<file path="src/rtl/fpu_div_frac_seq_pkg.sv">
// Shared types and defaults for the divide fraction sequencer.
package fpu_div_seq_pkg;

    localparam int unsigned ITER_DBL_DEF = 55;
    localparam int unsigned ITER_SNG_DEF = 26;

    typedef enum logic [2:0] {
        ST_IDLE,
        ST_NORM,
        ST_LZC,
        ST_PREP,
        ST_ITER,
        ST_RND,
        ST_DONE
    } div_state_t;

    function automatic int unsigned iter_count(
        input logic        dbl,
        input int unsigned n_dbl,
        input int unsigned n_sng
    );
        return dbl ? n_dbl : n_sng;
    endfunction

endpackage

</file>
<file path="src/rtl/fpu_div_frac_seq_if.sv">
// Issue/result handshake plus datapath strobes between sequencer and its neighbours.
interface fpu_div_frac_seq_if;
    logic div_req;
    logic div_dbl;
    logic div_special;
    logic div_kill;
    logic div_res_ack;
    logic div_req_ack;
    logic div_busy;
    logic div_res_vld;
    logic fdiv_clken_l;
    logic d1stg_step;
    logic d3stg_fdiv;
    logic d4stg_fdiv;
    logic d5stg_fdivb;
    logic d6stg_fdiv;
    logic d6stg_fdivd;
    logic d6stg_fdivs;
    logic div_frac_add_in1_add;
    logic div_frac_add_in1_load;
    logic div_frac_add_in2_load;
    logic div_frac_out_shl1_dbl;
    logic div_frac_out_shl1_sng;
    logic div_frac_out_load;

    modport master (
        output div_req, div_dbl, div_special, div_kill, div_res_ack,
        input  div_req_ack, div_busy, div_res_vld, fdiv_clken_l, d1stg_step,
        input  d3stg_fdiv, d4stg_fdiv, d5stg_fdivb, d6stg_fdiv, d6stg_fdivd, d6stg_fdivs,
        input  div_frac_add_in1_add, div_frac_add_in1_load, div_frac_add_in2_load,
        input  div_frac_out_shl1_dbl, div_frac_out_shl1_sng, div_frac_out_load
    );

    modport slave (
        input  div_req, div_dbl, div_special, div_kill, div_res_ack,
        output div_req_ack, div_busy, div_res_vld, fdiv_clken_l, d1stg_step,
        output d3stg_fdiv, d4stg_fdiv, d5stg_fdivb, d6stg_fdiv, d6stg_fdivd, d6stg_fdivs,
        output div_frac_add_in1_add, div_frac_add_in1_load, div_frac_add_in2_load,
        output div_frac_out_shl1_dbl, div_frac_out_shl1_sng, div_frac_out_load
    );
endinterface

</file>
<file path="src/rtl/fpu_div_frac_seq_iter_cnt.sv">
// Loadable down-counter for the quotient iterations; holds at zero instead of wrapping.
module fpu_div_iter_cnt #(
    parameter int CNT_W = 6
) (
    input  logic             rclk,
    input  logic             rst,
    input  logic             i_load,
    input  logic             i_dec,
    input  logic [CNT_W-1:0] i_load_val,
    output logic [CNT_W-1:0] o_value,
    output logic             o_zero
);

    logic [CNT_W-1:0] r_value;

    always_ff @(posedge rclk) begin
        if (rst)
            r_value <= '0;
        else if (i_load)
            r_value <= i_load_val;
        else if (i_dec && (r_value != '0))
            r_value <= r_value - 1'b1;
    end

    assign o_value = r_value;
    assign o_zero  = (r_value == '0);

endmodule

</file>
<file path="src/rtl/fpu_div_frac_seq.sv">
// Divide fraction sequencer: walks the datapath from capture through iterations to round-prep.
//   state | meaning
//   IDLE  | waiting for div_req      NORM | norm register captures
//   LZC   | shift-save load          PREP | operand load, quotient clear, counter load
//   ITER  | non-restoring iteration  RND  | round-prep
//   DONE  | result valid until ack
module fpu_div_frac_seq
    import fpu_div_seq_pkg::*;
#(
    parameter int unsigned ITER_DBL = ITER_DBL_DEF,
    parameter int unsigned ITER_SNG = ITER_SNG_DEF,
    parameter int          CNT_W    = 6
) (
    input logic               rclk,
    input logic               rst,
    fpu_div_frac_seq_if.slave div
);

    div_state_t       r_state;
    logic             r_dbl;
    logic             r_special;
    logic             w_accept;
    logic             w_cnt_zero;
    logic [CNT_W-1:0] w_cnt_val;
    logic [CNT_W-1:0] w_cnt_init;

    assign w_accept   = (r_state == ST_IDLE) && div.div_req;
    assign w_cnt_init = CNT_W'(iter_count(r_dbl, ITER_DBL, ITER_SNG) - 1);

    fpu_div_iter_cnt #(.CNT_W(CNT_W)) u_iter_cnt (
        .rclk       (rclk),
        .rst        (rst),
        .i_load     (r_state == ST_PREP),
        .i_dec      (r_state == ST_ITER),
        .i_load_val (w_cnt_init),
        .o_value    (w_cnt_val),
        .o_zero     (w_cnt_zero)
    );

    always_ff @(posedge rclk) begin
        if (rst) begin
            r_state   <= ST_IDLE;
            r_dbl     <= 1'b0;
            r_special <= 1'b0;
        end else if (div.div_kill && (r_state != ST_IDLE)) begin
            r_state <= ST_IDLE;
        end else begin
            case (r_state)
                ST_IDLE: if (w_accept) begin
                    r_state   <= ST_NORM;
                    r_dbl     <= div.div_dbl;
                    r_special <= div.div_special;
                end
                ST_NORM: r_state <= ST_LZC;
                ST_LZC:  r_state <= ST_PREP;
                ST_PREP: r_state <= r_special ? ST_RND : ST_ITER;
                ST_ITER: if (w_cnt_zero) r_state <= ST_RND;
                ST_RND:  r_state <= ST_DONE;
                ST_DONE: if (div.div_res_ack) r_state <= ST_IDLE;
                default: r_state <= ST_IDLE;
            endcase
        end
    end

    // Strobes are a pure decode of state and the captured precision; only the accept is combinational.
    always_comb begin
        div.div_req_ack           = w_accept;
        div.d1stg_step            = w_accept;
        div.div_busy              = (r_state != ST_IDLE);
        div.fdiv_clken_l          = !((r_state != ST_IDLE) || w_accept);
        div.div_res_vld           = (r_state == ST_DONE);
        div.d3stg_fdiv            = (r_state == ST_LZC);
        div.d4stg_fdiv            = (r_state == ST_PREP);
        div.d5stg_fdivb           = (r_state == ST_ITER);
        div.d6stg_fdiv            = (r_state == ST_RND);
        div.d6stg_fdivd           = (r_state == ST_RND) && r_dbl;
        div.d6stg_fdivs           = (r_state == ST_RND) && !r_dbl;
        div.div_frac_add_in1_add  = (r_state == ST_ITER);
        div.div_frac_add_in1_load = (r_state == ST_PREP) || (r_state == ST_ITER) || (r_state == ST_RND);
        div.div_frac_add_in2_load = (r_state == ST_PREP) || (r_state == ST_RND);
        div.div_frac_out_shl1_dbl = (r_state == ST_ITER) && r_dbl;
        div.div_frac_out_shl1_sng = (r_state == ST_ITER) && !r_dbl;
        div.div_frac_out_load     = (r_state == ST_PREP) || (r_state == ST_ITER);
    end

endmodule

</file>
<file path="src/flat_wrapper.sv">
// flat-port wrapper written by rule: the top's interface ports become plain ports
module fpu_div_frac_seq_flat import fpu_div_seq_pkg::*;
#(
    parameter int unsigned ITER_DBL = ITER_DBL_DEF,
    parameter int unsigned ITER_SNG = ITER_SNG_DEF,
    parameter int          CNT_W    = 6
)
  (rclk, rst, div_div_req, div_div_dbl, div_div_special, div_div_kill, div_div_res_ack, div_div_req_ack, div_div_busy, div_div_res_vld, div_fdiv_clken_l, div_d1stg_step, div_d3stg_fdiv, div_d4stg_fdiv, div_d5stg_fdivb, div_d6stg_fdiv, div_d6stg_fdivd, div_d6stg_fdivs, div_div_frac_add_in1_add, div_div_frac_add_in1_load, div_div_frac_add_in2_load, div_div_frac_out_shl1_dbl, div_div_frac_out_shl1_sng, div_div_frac_out_load);
  fpu_div_frac_seq_if div_i ();
  input logic rclk;
  input logic rst;
  input wire logic [$bits(div_i.div_req)-1:0] div_div_req;
  input wire logic [$bits(div_i.div_dbl)-1:0] div_div_dbl;
  input wire logic [$bits(div_i.div_special)-1:0] div_div_special;
  input wire logic [$bits(div_i.div_kill)-1:0] div_div_kill;
  input wire logic [$bits(div_i.div_res_ack)-1:0] div_div_res_ack;
  output wire logic [$bits(div_i.div_req_ack)-1:0] div_div_req_ack;
  output wire logic [$bits(div_i.div_busy)-1:0] div_div_busy;
  output wire logic [$bits(div_i.div_res_vld)-1:0] div_div_res_vld;
  output wire logic [$bits(div_i.fdiv_clken_l)-1:0] div_fdiv_clken_l;
  output wire logic [$bits(div_i.d1stg_step)-1:0] div_d1stg_step;
  output wire logic [$bits(div_i.d3stg_fdiv)-1:0] div_d3stg_fdiv;
  output wire logic [$bits(div_i.d4stg_fdiv)-1:0] div_d4stg_fdiv;
  output wire logic [$bits(div_i.d5stg_fdivb)-1:0] div_d5stg_fdivb;
  output wire logic [$bits(div_i.d6stg_fdiv)-1:0] div_d6stg_fdiv;
  output wire logic [$bits(div_i.d6stg_fdivd)-1:0] div_d6stg_fdivd;
  output wire logic [$bits(div_i.d6stg_fdivs)-1:0] div_d6stg_fdivs;
  output wire logic [$bits(div_i.div_frac_add_in1_add)-1:0] div_div_frac_add_in1_add;
  output wire logic [$bits(div_i.div_frac_add_in1_load)-1:0] div_div_frac_add_in1_load;
  output wire logic [$bits(div_i.div_frac_add_in2_load)-1:0] div_div_frac_add_in2_load;
  output wire logic [$bits(div_i.div_frac_out_shl1_dbl)-1:0] div_div_frac_out_shl1_dbl;
  output wire logic [$bits(div_i.div_frac_out_shl1_sng)-1:0] div_div_frac_out_shl1_sng;
  output wire logic [$bits(div_i.div_frac_out_load)-1:0] div_div_frac_out_load;
  assign div_i.div_req = div_div_req;
  assign div_i.div_dbl = div_div_dbl;
  assign div_i.div_special = div_div_special;
  assign div_i.div_kill = div_div_kill;
  assign div_i.div_res_ack = div_div_res_ack;
  assign div_div_req_ack = div_i.div_req_ack;
  assign div_div_busy = div_i.div_busy;
  assign div_div_res_vld = div_i.div_res_vld;
  assign div_fdiv_clken_l = div_i.fdiv_clken_l;
  assign div_d1stg_step = div_i.d1stg_step;
  assign div_d3stg_fdiv = div_i.d3stg_fdiv;
  assign div_d4stg_fdiv = div_i.d4stg_fdiv;
  assign div_d5stg_fdivb = div_i.d5stg_fdivb;
  assign div_d6stg_fdiv = div_i.d6stg_fdiv;
  assign div_d6stg_fdivd = div_i.d6stg_fdivd;
  assign div_d6stg_fdivs = div_i.d6stg_fdivs;
  assign div_div_frac_add_in1_add = div_i.div_frac_add_in1_add;
  assign div_div_frac_add_in1_load = div_i.div_frac_add_in1_load;
  assign div_div_frac_add_in2_load = div_i.div_frac_add_in2_load;
  assign div_div_frac_out_shl1_dbl = div_i.div_frac_out_shl1_dbl;
  assign div_div_frac_out_shl1_sng = div_i.div_frac_out_shl1_sng;
  assign div_div_frac_out_load = div_i.div_frac_out_load;
  fpu_div_frac_seq #(.ITER_DBL(ITER_DBL), .ITER_SNG(ITER_SNG), .CNT_W(CNT_W)) u_core (.rclk(rclk), .rst(rst), .div(div_i));
endmodule
</file>
<file path="config.mk">
export PLATFORM = sky130hd
export DESIGN_NAME = fpu_div_frac_seq_flat
export DESIGN_NICKNAME = d
export VERILOG_FILES = /design/src/rtl/fpu_div_frac_seq_pkg.sv /design/src/rtl/fpu_div_frac_seq_if.sv /design/src/rtl/fpu_div_frac_seq_iter_cnt.sv /design/src/rtl/fpu_div_frac_seq.sv /design/src/flat_wrapper.sv
export SDC_FILE = /design/constraint.sdc
export NUM_CORES = 1
export LEC_CHECK = 0
export CORE_AREA = 2 2 43 45
export DETAILED_ROUTE_END_ITERATION = 8
export DIE_AREA = 0 0 45 47
export DONT_BUFFER_PORTS = 1
export PLACE_DENSITY_LB_ADDON = 0.1
export SLEW_MARGIN = 25
export SYNTH_ARGS = -nofsm -noshare
export SYNTH_HDL_FRONTEND = slang
export SYNTH_SLANG_ARGS = --single-unit
</file>
<file path="constraint.sdc">
create_clock -name rclk -period 2.9 [get_ports rclk]
set_clock_uncertainty 0.2 [all_clocks]
set_input_delay 0.435 -clock rclk [delete_from_list [all_inputs] [get_ports rclk]]
set_output_delay 0.435 -clock rclk [all_outputs]
set_load 0.03 [all_outputs]
</file>
* After elaboration in Yosys (flattened, before gate mapping)
Index checks and enable logic that the tools add are counted.
** Word-level totals
- Word-level logic and storage cells :: 45
- Register bits after elaboration :: 11
- Input bits :: 7
** Cells by class
- Reduce and logical (&&, ||, !) cells :: 21
- Add/sub/neg operators :: 2
- Bitwise operators :: 1
- Multiplexer cells :: 8
- Equal/unequal tests :: 9
** Operator list (count)
- $pmux W3 S7 :: 1
- $mux W6 :: 3
- $sub A6 B1 Y6 const B :: 2
- $eq A3 B3 Y1 const B :: 3
- $mux W3 :: 3
- $logic_and A1 B1 Y1 :: 7
- $eq A3 B2 Y1 const B :: 2
- $logic_not A6 Y1 :: 1
- $reduce_and A3 Y1 :: 2
- $reduce_bool A6 Y1 :: 1
- $logic_or A1 B1 Y1 :: 4
- $ne A2 B1 Y1 const B :: 2
- $eq A3 B1 Y1 const B :: 1
- $logic_not A3 Y1 :: 1
- $reduce_bool A3 Y1 :: 1
- $logic_not A1 Y1 :: 2
- $ne A2 B2 Y1 const B :: 1
- $reduce_bool A2 Y1 :: 1
- $reduce_or A2 Y1 :: 1
- $mux W1 :: 1
- $not A1 Y1 :: 1

* Depth between registers and ports, before layout
Gate-level depths: netlist of run 1.
- Depth in word-level cells :: 4
- Mapped depth :: 6
- Mapped depth without buffers :: 4

* Hierarchy
A second synthesis of run 1 with hierarchy kept.
** Unflattened totals
- Cell total of the unflattened synthesis :: 92
- Area, all modules :: 767.0 sq um
** Modules (own cells, without submodules)
- fpu_div_frac_seq :: sequential area each 100.1 sq um, area an instance 395.4 sq um, cells an instance 50, instances 1
- fpu_div_iter_cnt :: sequential area each 120.1 sq um, area an instance 371.6 sq um, cells an instance 42, instances 1

* Worst setup path after synthesis of run 1
OpenSTA, ideal clock, no wires.
- Kind :: reg2out
- Start point :: reg u_core.r_state[1]
- End point :: out div_div_req_ack
- Buffers on the path :: 2
- Data required time :: 2.265 ns
- Stages on the path, launching flop included :: 4
- Data arrival time :: 2.218 ns
- Slack :: 0.047 ns
- Cells stage by stage :: dfxtp_1 -> buf_2 -> nor4b_1 -> buf_4
** On the way
- Word-level cells in the longest chain between the ends :: 2
** Ends and longest elaborated chain
- start, declared :: line fpu_div_frac_seq.sv:19 : div_state_t r_state;
- start signal, assigned :: line fpu_div_frac_seq.sv:56 : ST_PREP: r_state <= r_special ? ST_RND : ST_ITER;
- $logic_not A3 Y1 :: line fpu_div_frac_seq.sv:27 : assign w_accept = (r_state == ST_IDLE) && div.div_req;
- $logic_and A1 B1 Y1 :: line fpu_div_frac_seq.sv:27
- end, declared :: line flat_wrapper.sv:17 : output wire logic [$bits(div_i.div_req_ack)-1:0] div_div_req_ack;
Every way passes these cells.

* Final worst setup path of run 1
- Start point :: reg u_core.r_state[2]
- End point :: out div_div_frac_out_shl1_sng
** On the way
- Word-level cells in the longest chain between the ends :: 2
** Ends and longest elaborated chain
- $eq A3 B3 Y1 :: line fpu_div_frac_seq.sv:82 : div.div_frac_out_shl1_sng = (r_state == ST_ITER) && !r_dbl;
- $logic_and A1 B1 Y1 :: line fpu_div_frac_seq.sv:82
- end, declared :: line flat_wrapper.sv:32 : output wire logic [$bits(div_i.div_frac_out_shl1_sng)-1:0] div_div_frac_out_shl1_sng;
Every way passes these cells.

==> reports/summary.txt, run 1 <==
Antenna violations before repair: 0
Port bufs: 0
Register area share after synthesis: 0.3271
Max Fclk: 408.0 MHz
H-tree levels: 1
CP max stage cell: or3b_1
CP required: 2.27 ns
DRT antenna net count: 0
Final min period: 2.451 ns
Synth Area in Compound Gates: 0.2175
Final setup viols: 0
Most frequent cells in the layout: dfxtp_1, nor2_1, inv_1
Grt peak-use layer: met2
Post-Place Cells: 96
EDFF count, synth: 0
Core area: 0.001652 mm2
Crit-path cells: or3b_1 > nor2_1
Main combinational cell family by area after synthesis: simple AND/OR/NAND/NOR gates
Max clock buf depth: 2
Commonest non-fill, non-tap cell in the layout: dfxtp_1
Final Hold Viols: 0
Die Footprint: 0.002115 mm2
Post-route insts no fill: 100
Final slew viol count: 0
CTS tree: done
Pwr dens: 457.8 mW/mm2
Met3 Resource Use GR: 0.06923
Clk Latency, worst-skew pair: 0.26 ns
# rows: 15
Num CTS Buffers: 3
Hold Path Class: input port to flop
Leakage: 0.2929 nW
DRC: 0
Drt initial violations: 4
Share of layout cells above drive strength 1: 0.09639
Total of max-cap violations: 0
Cts hold-fix bufs: 0
Dpl hpwl: 1059 um
Vias in the first global route: 498
FFs w/ async S/R, synth: 0
Avg Inst Size Synth: 8.014 um2
Worst vdd ir: 0.0002271 V
Die height: 47 um
CP max stage delay: 0.55 ns
# resized after CTS: 0
Crit Path Max Fanout: 13
Post-Syn Area: 673.1 um2
Largest net degree at the start of global routing: 14
Crit start category: flop
Synthesized-area fraction occupied by adder cells: 0.01487
First-pass GRT wire length: 2194 um
DR vias/cell: 5.790
Die W: 45 um
Clk slew on worst S/H paths: 0.07 ns
Grt total ovfl: 0
GR Util met1: 0.1782
Status: complete, no violations
GRT Overall Usage: 0.1478
Simple-Gate Fraction of Synth Area: 0.3067
Met2 GRT Util: 0.2400
Mapped Cells: 84
Worst-Margin Slew: 0.5486 ns
Clock root buffer: clkbuf_4
Max_slew headroom: 0.6329
#FFs+latches synth: 11
CTS sink cnt: 11
Unrepaired setup endpoints after global routing: false
Post-synthesis xor/xnor area fraction: 0
Crit path kind: flop to output pin
Synth warnings: 0
Nets@finish: 91
Synth unique cells: 32
Drt total wl: 1471 um
Critical Path End Type: output pin
Mapped Nets: 91
Top_reg_cell synth: dfxtp_1
Post-synthesis mux area share: 0.02974
Antenna diodes: 0
Area grow syn2layout: 3.717%
Routed via count: 579
Initial core utilization: 0.4076
Wirelength per Cell: 14.71 um
Period utilisation layout: 0.8452
Total power: 319.6 uW
DRT Pass-1 Iters: 3
CP arrival: 1.82 ns
Ports: 24
Setup TNS: 0 ns
RD Place Congestion: 0.8051
Post-CTS setup buffer count: 0
sequential cells by signal (all words and copies together) (netlist names):
name                       flops
u_core.r_dbl                   1
u_core.r_special               1
u_core.r_state                 3
u_core.u_iter_cnt.o_value      6
final timing paths:
path | cells after the start | end | slack [ns] | from
max reg2reg | 3 | u_core.u_iter_cnt.o_value[2]$_SDFFE_PP0P_ | 0.83 | u_core.r_state[2]$_SDFFE_PP0P_
min | 1 | u_core.u_iter_cnt.o_value[1]$_SDFFE_PP0P_ | 0.03 | rst
min reg2reg | 2 | u_core.r_special$_SDFFE_PP0P_ | 0.31 | u_core.r_special$_SDFFE_PP0P_
max | 2 | div_div_frac_out_shl1_sng | 0.45 | u_core.r_state[2]$_SDFFE_PP0P_
through the flow:
step	hold slack, ns	worst slack, ns	cell area (um2)	utilization
6_report	0.02790	0.4489	698.2	0.4227
5_1_grt	0.003511	0.3582	698.2	0.4227
4_1_cts	0.01534	0.4424	698.2	0.4227
3_5_place_dp	0.2927	0.7464	671.9	0.4068
3_3_place_gp	0.2779	0.7710	671.9	0.4068
2_1_floorplan	0.2604	0.04747	673.1	-
worst max-delay path: cells and delay by family (launching register included):
family,cells,cell delay (ns)
flops,1,0.52
simple gates,2,1.03
area by class of cell:
type	instances	area (um2)
clock buffer	4	26.28
fill	179	953.4
inverter	7	26.28
multi-input combinational	59	389.1
sequential	11	220.2
tap	17	21.27
timing repair buffer	2	15.01
per-layer routing:
metal / up-vias / routed length (um)
li1: 304 / -
met1: 261 / 681
met2: 12 / 682
met3: 2 / 99
met4: 0 / 8
met5: - / 0
synth_stat cells (2+ instances only):
cell type,count,area (um2)
a21oi_1,3,15.01
a31oi_1,5,31.28
and2_1,2,12.51
buf_2,2,10.01
buf_4,2,15.01
clkbuf_1,2,7.510
dfxtp_1,11,220.2
inv_1,7,26.28
mux2i_1,2,20.02
nand2_1,6,22.52
nand2b_1,4,25.02
nand4b_1,2,17.52
nor2_1,8,30.03
nor2b_1,2,12.51
nor3_1,2,10.01
o211ai_1,5,37.54
o21ai_0,2,10.01
o311ai_0,2,17.52
or3_1,2,12.51
report_power, final:
| group | switching [mW] | internal, mW |
|---|---|---|
| Combinational | 0.0338 | 0.0171 |
| Sequential | 0.00916 | 0.156 |
| Clock | 0.0501 | 0.0531 |
kinds of logic (layout without fill, tap and decap cells):
logic type / count (synthesis) / count (layout)
AO/OA/AOI/OAI: 20 / 20
buffers and inverters: 14 / 13
flip-flops: 11 / 11
AND/OR/NAND/NOR: 36 / 36
adder cells (fa/ha/maj): 1 / 1
multiplexers: 2 / 2
Power figures use the tool's default switching activity.
==> inputs of run 2 (changes only) <==
Clock period 2.9 ns to 2.4 ns, I/O delays scaled along.
==> run 2 against run 1 <==
  * Clock power up 27%
  * Critical path depth up 2
  * Register-to-register slack worse by 0.42 ns
  * Core utilization up 4.0 points
  * Die area unchanged
  * Via count up 6.4%
  * First-iteration DRC count rose to 2.8 times the previous value
  * Critical endpoint is now div_div_frac_out_shl1_dbl
  * Cell count up 7.0%
  * Combinational power up 38%
  * Power up 26%
  * Design area up 9.5%
==> reports/summary.txt, run 2 (synthesis gave the netlist of run 1 again) <==
Status: complete, no violations (unchanged)
Antenna violations before repair: 0 (unchanged)
Final setup viols: 0 (unchanged)
Total of max-cap violations: 0 (unchanged)
Most frequent cells in the layout: dfxtp_1, nor2_1, inv_1, buf_4, nand2_1 (was dfxtp_1, nor2_1, inv_1)
Post-CTS setup buffer count: 0 (unchanged)
Final hold slack: 0.04059 ns (was 0.02790 ns)
Max clock buf depth: 2 (unchanged)
CTS sink cnt: 11 (unchanged)
Wirelength per Cell: 15.50 um (was 14.71 um)
Max reg flops: 6 (unchanged)
CTS tree: done (unchanged)
CP max stage delay: 0.57 ns (was 0.55 ns)
Critical Path End Type: output pin (unchanged)
Commonest non-fill, non-tap cell in the layout: dfxtp_1 (unchanged)
Die W: 45 um (unchanged)
Port bufs: 0 (unchanged)
Post-route insts no fill: 107 (was 100)
RD Place Congestion: 0.7577 (was 0.8051)
Final min period: 2.221 ns
Worst vdd ir: 0.0002519 V (was 0.0002271 V)
Core area: 0.001652 mm2 (unchanged)
Antenna diodes: 0 (unchanged)
DRT Pass-1 Iters: 4 (was 3)
Share of layout cells above drive strength 1: 0.1444 (was 0.09639)
Dpl hpwl: 1145 um (was 1059 um)
Largest net degree at the start of global routing: 12 (was 14)
Vias in the first global route: 603 (was 498)
DRT antenna net count: 0 (unchanged)
Final Hold Viols: 0 (unchanged)
Post-Place Cells: 101 (was 96)
DRC: 0 (unchanged)
CP max stage cell: or3b_1 (unchanged)
Pwr dens: 526.7 mW/mm2 (was 457.8 mW/mm2)
Crit-path cells: or3b_1 > inv_1 > and2_1 > buf_4 (was or3b_1 > nor2_1)
Cts hold-fix bufs: 2 (was 0)
Clk slew on worst S/H paths: 0.08 ns (was 0.07 ns)
Crit start category: flop (unchanged)
Dpl cell area: 718.2 um2 (was 671.9 um2)
Hold Crit Depth: 2 (was 1)
CP required: 1.84 ns (was 2.27 ns)
H-tree levels: 1 (unchanged)
Num CTS Buffers: 3 (unchanged)
Hold Path Class: input port to flop (unchanged)
Post-layout util: 0.4629 (was 0.4227)
R2r worst-path depth: 3 (unchanged)
Clock root buffer: clkbuf_4 (unchanged)
Setup TNS: 0 ns (unchanged)
Max_slew headroom: 0.6383 (was 0.6329)
Ports: 24 (unchanged)
Initial core utilization: 0.4076 (unchanged)
Die height: 47 um (unchanged)
Max Fclk: 450.2 MHz
DR vias/cell: 5.757 (was 5.790)
Unrepaired setup endpoints after global routing: false (unchanged)
Leakage: 0.3343 nW (was 0.2929 nW)
# resized after CTS: 0 (unchanged)
Crit path kind: flop to output pin (unchanged)
Nets@finish: 98 (was 91)
Crit Path Max Fanout: 11 (was 13)
Final slew viol count: 0 (unchanged)
GRT Overall Usage: 0.1847 (was 0.1478)
Grt total ovfl: 0 (unchanged)
Worst-Margin Slew: 0.5406 ns (was 0.5486 ns)
Period utilisation layout: 0.9255
Clk Latency, worst-skew pair: 0.27 ns (was 0.26 ns)
Finished Cell Area: 764.5 um2 (was 698.2 um2)
# rows: 15 (unchanged)
First-pass GRT wire length: 2801 um (was 2194 um)
Drt initial violations: 11 (was 4)
Area grow syn2layout: 13.57% (was 3.717%)
# fillers: 174 (was 179)
Routed via count: 616 (was 579)
Drt total wl: 1658 um (was 1471 um)
CP arrival: 1.66 ns (was 1.82 ns)
Die Footprint: 0.002115 mm2 (unchanged)
-- run 2: cell count changes in the layout (fill, tap and decap cells not counted) --
| cell | delta |
|---|---|
| buf_4 | +5 |
| dlygate4sd3_1 | +2 |
| nor4b_2 | -1 |
| nor4b_4 | +1 |
-- run 2: worst max-delay path: cells and delay by family (launching register included) --
family / cells / cell delay (ns)
buf+inv: 2 / 0.26
simple gates: 2 / 0.70
flops: 1 / 0.43
-- run 2: routing by layer --
metal	global-route usage	up-vias	routed length (um)
li1	-	315	-
met1	0.2343	284	764
met4	0.08824	0	13
met3	0.05769	2	98
met2	0.2857	15	781
met5	0	-	0
-- run 2: path summary, 6_finish.rpt --
| path | start | to | slack, ns |
|---|---|---|---|
| max | u_core.r_state[0]$_SDFFE_PP0P_ | div_div_frac_out_shl1_dbl | 0.18 |
| min | div_div_res_ack | u_core.r_state[0]$_SDFFE_PP0P_ | 0.04 |
| max reg2reg | u_core.r_state[0]$_SDFFE_PP0P_ | u_core.u_iter_cnt.o_value[2]$_SDFFE_PP0P_ | 0.41 |
| min reg2reg | u_core.r_special$_SDFFE_PP0P_ | u_core.r_special$_SDFFE_PP0P_ | 0.31 |
-- run 2: cell type report --
cell class,instances,area [um2],area share
well taps,17,21.27,0.02782
clock buffers,4,26.28,0.03437
inverters,7,26.28,0.03437
flip-flops and latches,11,220.2,0.2881
repair buffers,9,72.57,0.09493
multi-input cells,59,397.9,0.5205
-- run 2: where the power goes --
| part | leakage, nW | switching, mW | internal [mW] |
|---|---|---|---|
| Clock | 0.0150 | 0.0667 | 0.0642 |
| Sequential | 0.0893 | 0.0126 | 0.189 |
| Combinational | 0.230 | 0.0451 | 0.0252 |
| Total | 0.334 | 0.124 | 0.278 |
-- run 2: metrics by stage --
step                total power [mW]  worst slack, ns
CTS                           0.4074           0.1720
global placement              0.2705           0.4621
global route                  0.4278          0.06949
floorplan                     0.2648           0.2072
detailed placement            0.2706           0.4367
finish                        0.4027           0.1788
==> inputs of run 3 (changes only) <==
Settings changed: PLACE_DENSITY from default to 0.66, PLACE_DENSITY_LB_ADDON 0.1 to default.
==> run 3 against run 2 <==
  * Critical path depth is 1 lower
  * Worst setup slack better by 0.0028 ns
  * Via count grew 2.1%
  * Global-route usage decreased by 2.9 points
  * Routed wire length is 6.8% lower
  * Count of clock-buffer cells in the layout stayed put
  * Clock power decreased by 5%
  * Register-to-register slack better by 0.02 ns
  * Sequential share of layout area grew 0.29 points
  * Hold slack improved by 0.0021 ns
  * Critical endpoint is now div_d6stg_fdivs
  * Largest cell class unchanged
  * Highest routed layer unchanged
==> reports/summary.txt, run 3 (synthesis gave the netlist of run 1 again) <==
Crit start category: flop (unchanged)
Vias in the first global route: 479 (was 603)
Critical Path End Type: output pin (unchanged)
DR vias/cell: 5.934 (was 5.757)
Total of max-cap violations: 0 (unchanged)
RD Place Congestion: 0.8501 (was 0.7577)
Max clock buf depth: 2 (unchanged)
Crit path kind: flop to output pin (unchanged)
CTS tree: done (unchanged)
Max_slew headroom: 0.6380 (was 0.6383)
Pwr dens: 524.6 mW/mm2 (was 526.7 mW/mm2)
Hold EP: u_core.u_iter_cnt.o_value[0]$_SDFFE_PP0P_ (was u_core.r_state[0]$_SDFFE_PP0P_)
R2r worst-path depth: 3 (unchanged)
CP max stage cell: dfxtp_1 (was or3b_1)
CTS sink cnt: 11 (unchanged)
Drt initial violations: 31 (was 11)
CP required: 1.84 ns (about the same)
Ports: 24 (unchanged)
Status: complete, no violations (unchanged)
Final slew viol count: 0 (unchanged)
Clock root buffer: clkbuf_4 (unchanged)
Core area: 0.001652 mm2 (unchanged)
Worst R2R Start: u_core.r_state[0]$_SDFFE_PP0P_ (unchanged)
Port bufs: 0 (unchanged)
# resized after CTS: 0 (unchanged)
Die W: 45 um (unchanged)
Num CTS Buffers: 3 (unchanged)
Grt total ovfl: 0 (unchanged)
Hold Path Class: input port to flop (unchanged)
Period utilisation layout: 0.9243 (was 0.9255)
DRT Pass-1 Iters: 4 (unchanged)
Worst vdd ir: 0.0003136 V (was 0.0002519 V)
Unrepaired setup endpoints after global routing: false (unchanged)
Die Footprint: 0.002115 mm2 (unchanged)
Leakage: 0.3289 nW (was 0.3343 nW)
Max reg flops: 6 (unchanged)
Final Hold Viols: 0 (unchanged)
Cts hold-fix bufs: 2 (unchanged)
Wirelength per Cell: 14.58 um (was 15.50 um)
HP Start: rst (was div_div_res_ack)
Hold Crit Depth: 2 (unchanged)
R2R setup slack: 0.43 ns (was 0.41 ns)
Worst-Margin Slew: 0.5410 ns (was 0.5406 ns)
# rows: 15 (unchanged)
Nets@finish: 97 (was 98)
Final setup viols: 0 (unchanged)
DRT antenna net count: 0 (unchanged)
Initial core utilization: 0.4076 (unchanged)
Post-route insts no fill: 106 (was 107)
Max Fclk: 450.8 MHz (was 450.2 MHz)
Crit Path Max Fanout: 10 (was 11)
Setup TNS: 0 ns (unchanged)
Share of layout cells above drive strength 1: 0.1348 (was 0.1444)
Multi-input gate area: 397.9 um2 (unchanged)
GRT Overall Usage: 0.1553 (was 0.1847)
Clk Latency, worst-skew pair: 0.27 ns (about the same)
FF-to-FF End: u_core.u_iter_cnt.o_value[2]$_SDFFE_PP0P_ (unchanged)
Dpl hpwl: 1093 um (was 1145 um)
FF+latch area: 220.2 um2 (unchanged)
DRC: 0 (unchanged)
# fillers: 173 (was 174)
Crit-path cells: nor2b_1 > nand2_1 > nor2_1 (was or3b_1 > inv_1 > and2_1 > buf_4)
Post-Place Cells: 100 (was 101)
Post-CTS setup buffer count: 0 (unchanged)
Drt total wl: 1545 um (was 1658 um)
Most frequent cells in the layout: dfxtp_1, nor2_1, inv_1 (was dfxtp_1, nor2_1, inv_1, buf_4, nand2_1)
Clk slew on worst S/H paths: 0.07 ns (was 0.08 ns)
Antenna diodes: 0 (unchanged)
Largest net degree at the start of global routing: 12 (unchanged)
H-tree levels: 1 (unchanged)
First-pass GRT wire length: 2311 um (was 2801 um)
CP arrival: 1.66 ns (about the same)
Area grow syn2layout: 12.45% (was 13.57%)
Final min period: 2.218 ns (was 2.221 ns)
CP max stage delay: 0.55 ns (was 0.57 ns)
Antenna violations before repair: 0 (unchanged)
Routed via count: 629 (was 616)
Commonest non-fill, non-tap cell in the layout: dfxtp_1 (unchanged)
Die height: 47 um (unchanged)
## run 3: how the worst max path moves through the flow
stage	cells past startpoint	start	end	slack (ns)
4_1_cts	4	u_core.r_state[0]$_SDFFE_PP0P_	div_div_frac_out_shl1_dbl	0.18
3_3_place_gp	3	u_core.r_state[0]$_SDFFE_PP0P_	u_core.u_iter_cnt.o_value[2]$_SDFFE_PP0P_	0.47
3_5_place_dp	3	u_core.r_state[0]$_SDFFE_PP0P_	u_core.u_iter_cnt.o_value[2]$_SDFFE_PP0P_	0.46
6_report	3	u_core.r_state[0]$_SDFFE_PP0P_	div_d6stg_fdivs	0.18
2_1_floorplan	5	u_core.r_state[1]$_SDFFE_PP0P_	div_div_frac_out_shl1_dbl	0.21
5_1_grt	4	u_core.r_state[0]$_SDFFE_PP0P_	div_div_frac_out_shl1_dbl	0.1
## run 3: routing by layer
layer	up-vias	global-route usage	wire length (um)
met4	0	0.08824	18
li1	315	-	-
met3	2	0.03846	80
met1	291	0.2121	784
met5	-	0	0
met2	21	0.2229	662
## run 3: report_power, final
group / switching [mW] / internal (mW)
combinational: 0.0454 / 0.0251
clock: 0.0610 / 0.0643
sequential: 0.0124 / 0.189
## run 3: cell type report
type,count,share of cell area
Timing Repair Buffer,8,0.08595
Tap cell,17,0.02810
Clock buffer,4,0.03471
Inverter,7,0.03471
Sequential cell,11,0.2909
Multi-Input combinational cell,59,0.5256
## run 3: per-stage QoR
| stage | cell area, um2 | hold WS [ns] | utilization | setup slack, ns | power [mW] |
|---|---|---|---|---|---|
| finish | 757.0 | 0.04270 | 0.4583 | 0.1816 | 0.3971 |
| global route | 757.0 | 0.04859 | 0.4583 | 0.09639 | 0.4135 |
| CTS | 757.0 | 0.04123 | 0.4583 | 0.1842 | 0.3991 |
| detailed placement | 710.7 | 0.2323 | 0.4303 | 0.4629 | 0.2698 |
| global placement | 710.7 | 0.2319 | 0.4303 | 0.4702 | 0.2690 |
| floorplan | 679.4 | 0.2393 | - | 0.2072 | 0.2648 |
## run 3: worst max-delay path, delay by kind of cell, from the launching register on
kind	cells	cell delay, ns
and+or+nand+nor	3	0.86
DFF	1	0.55
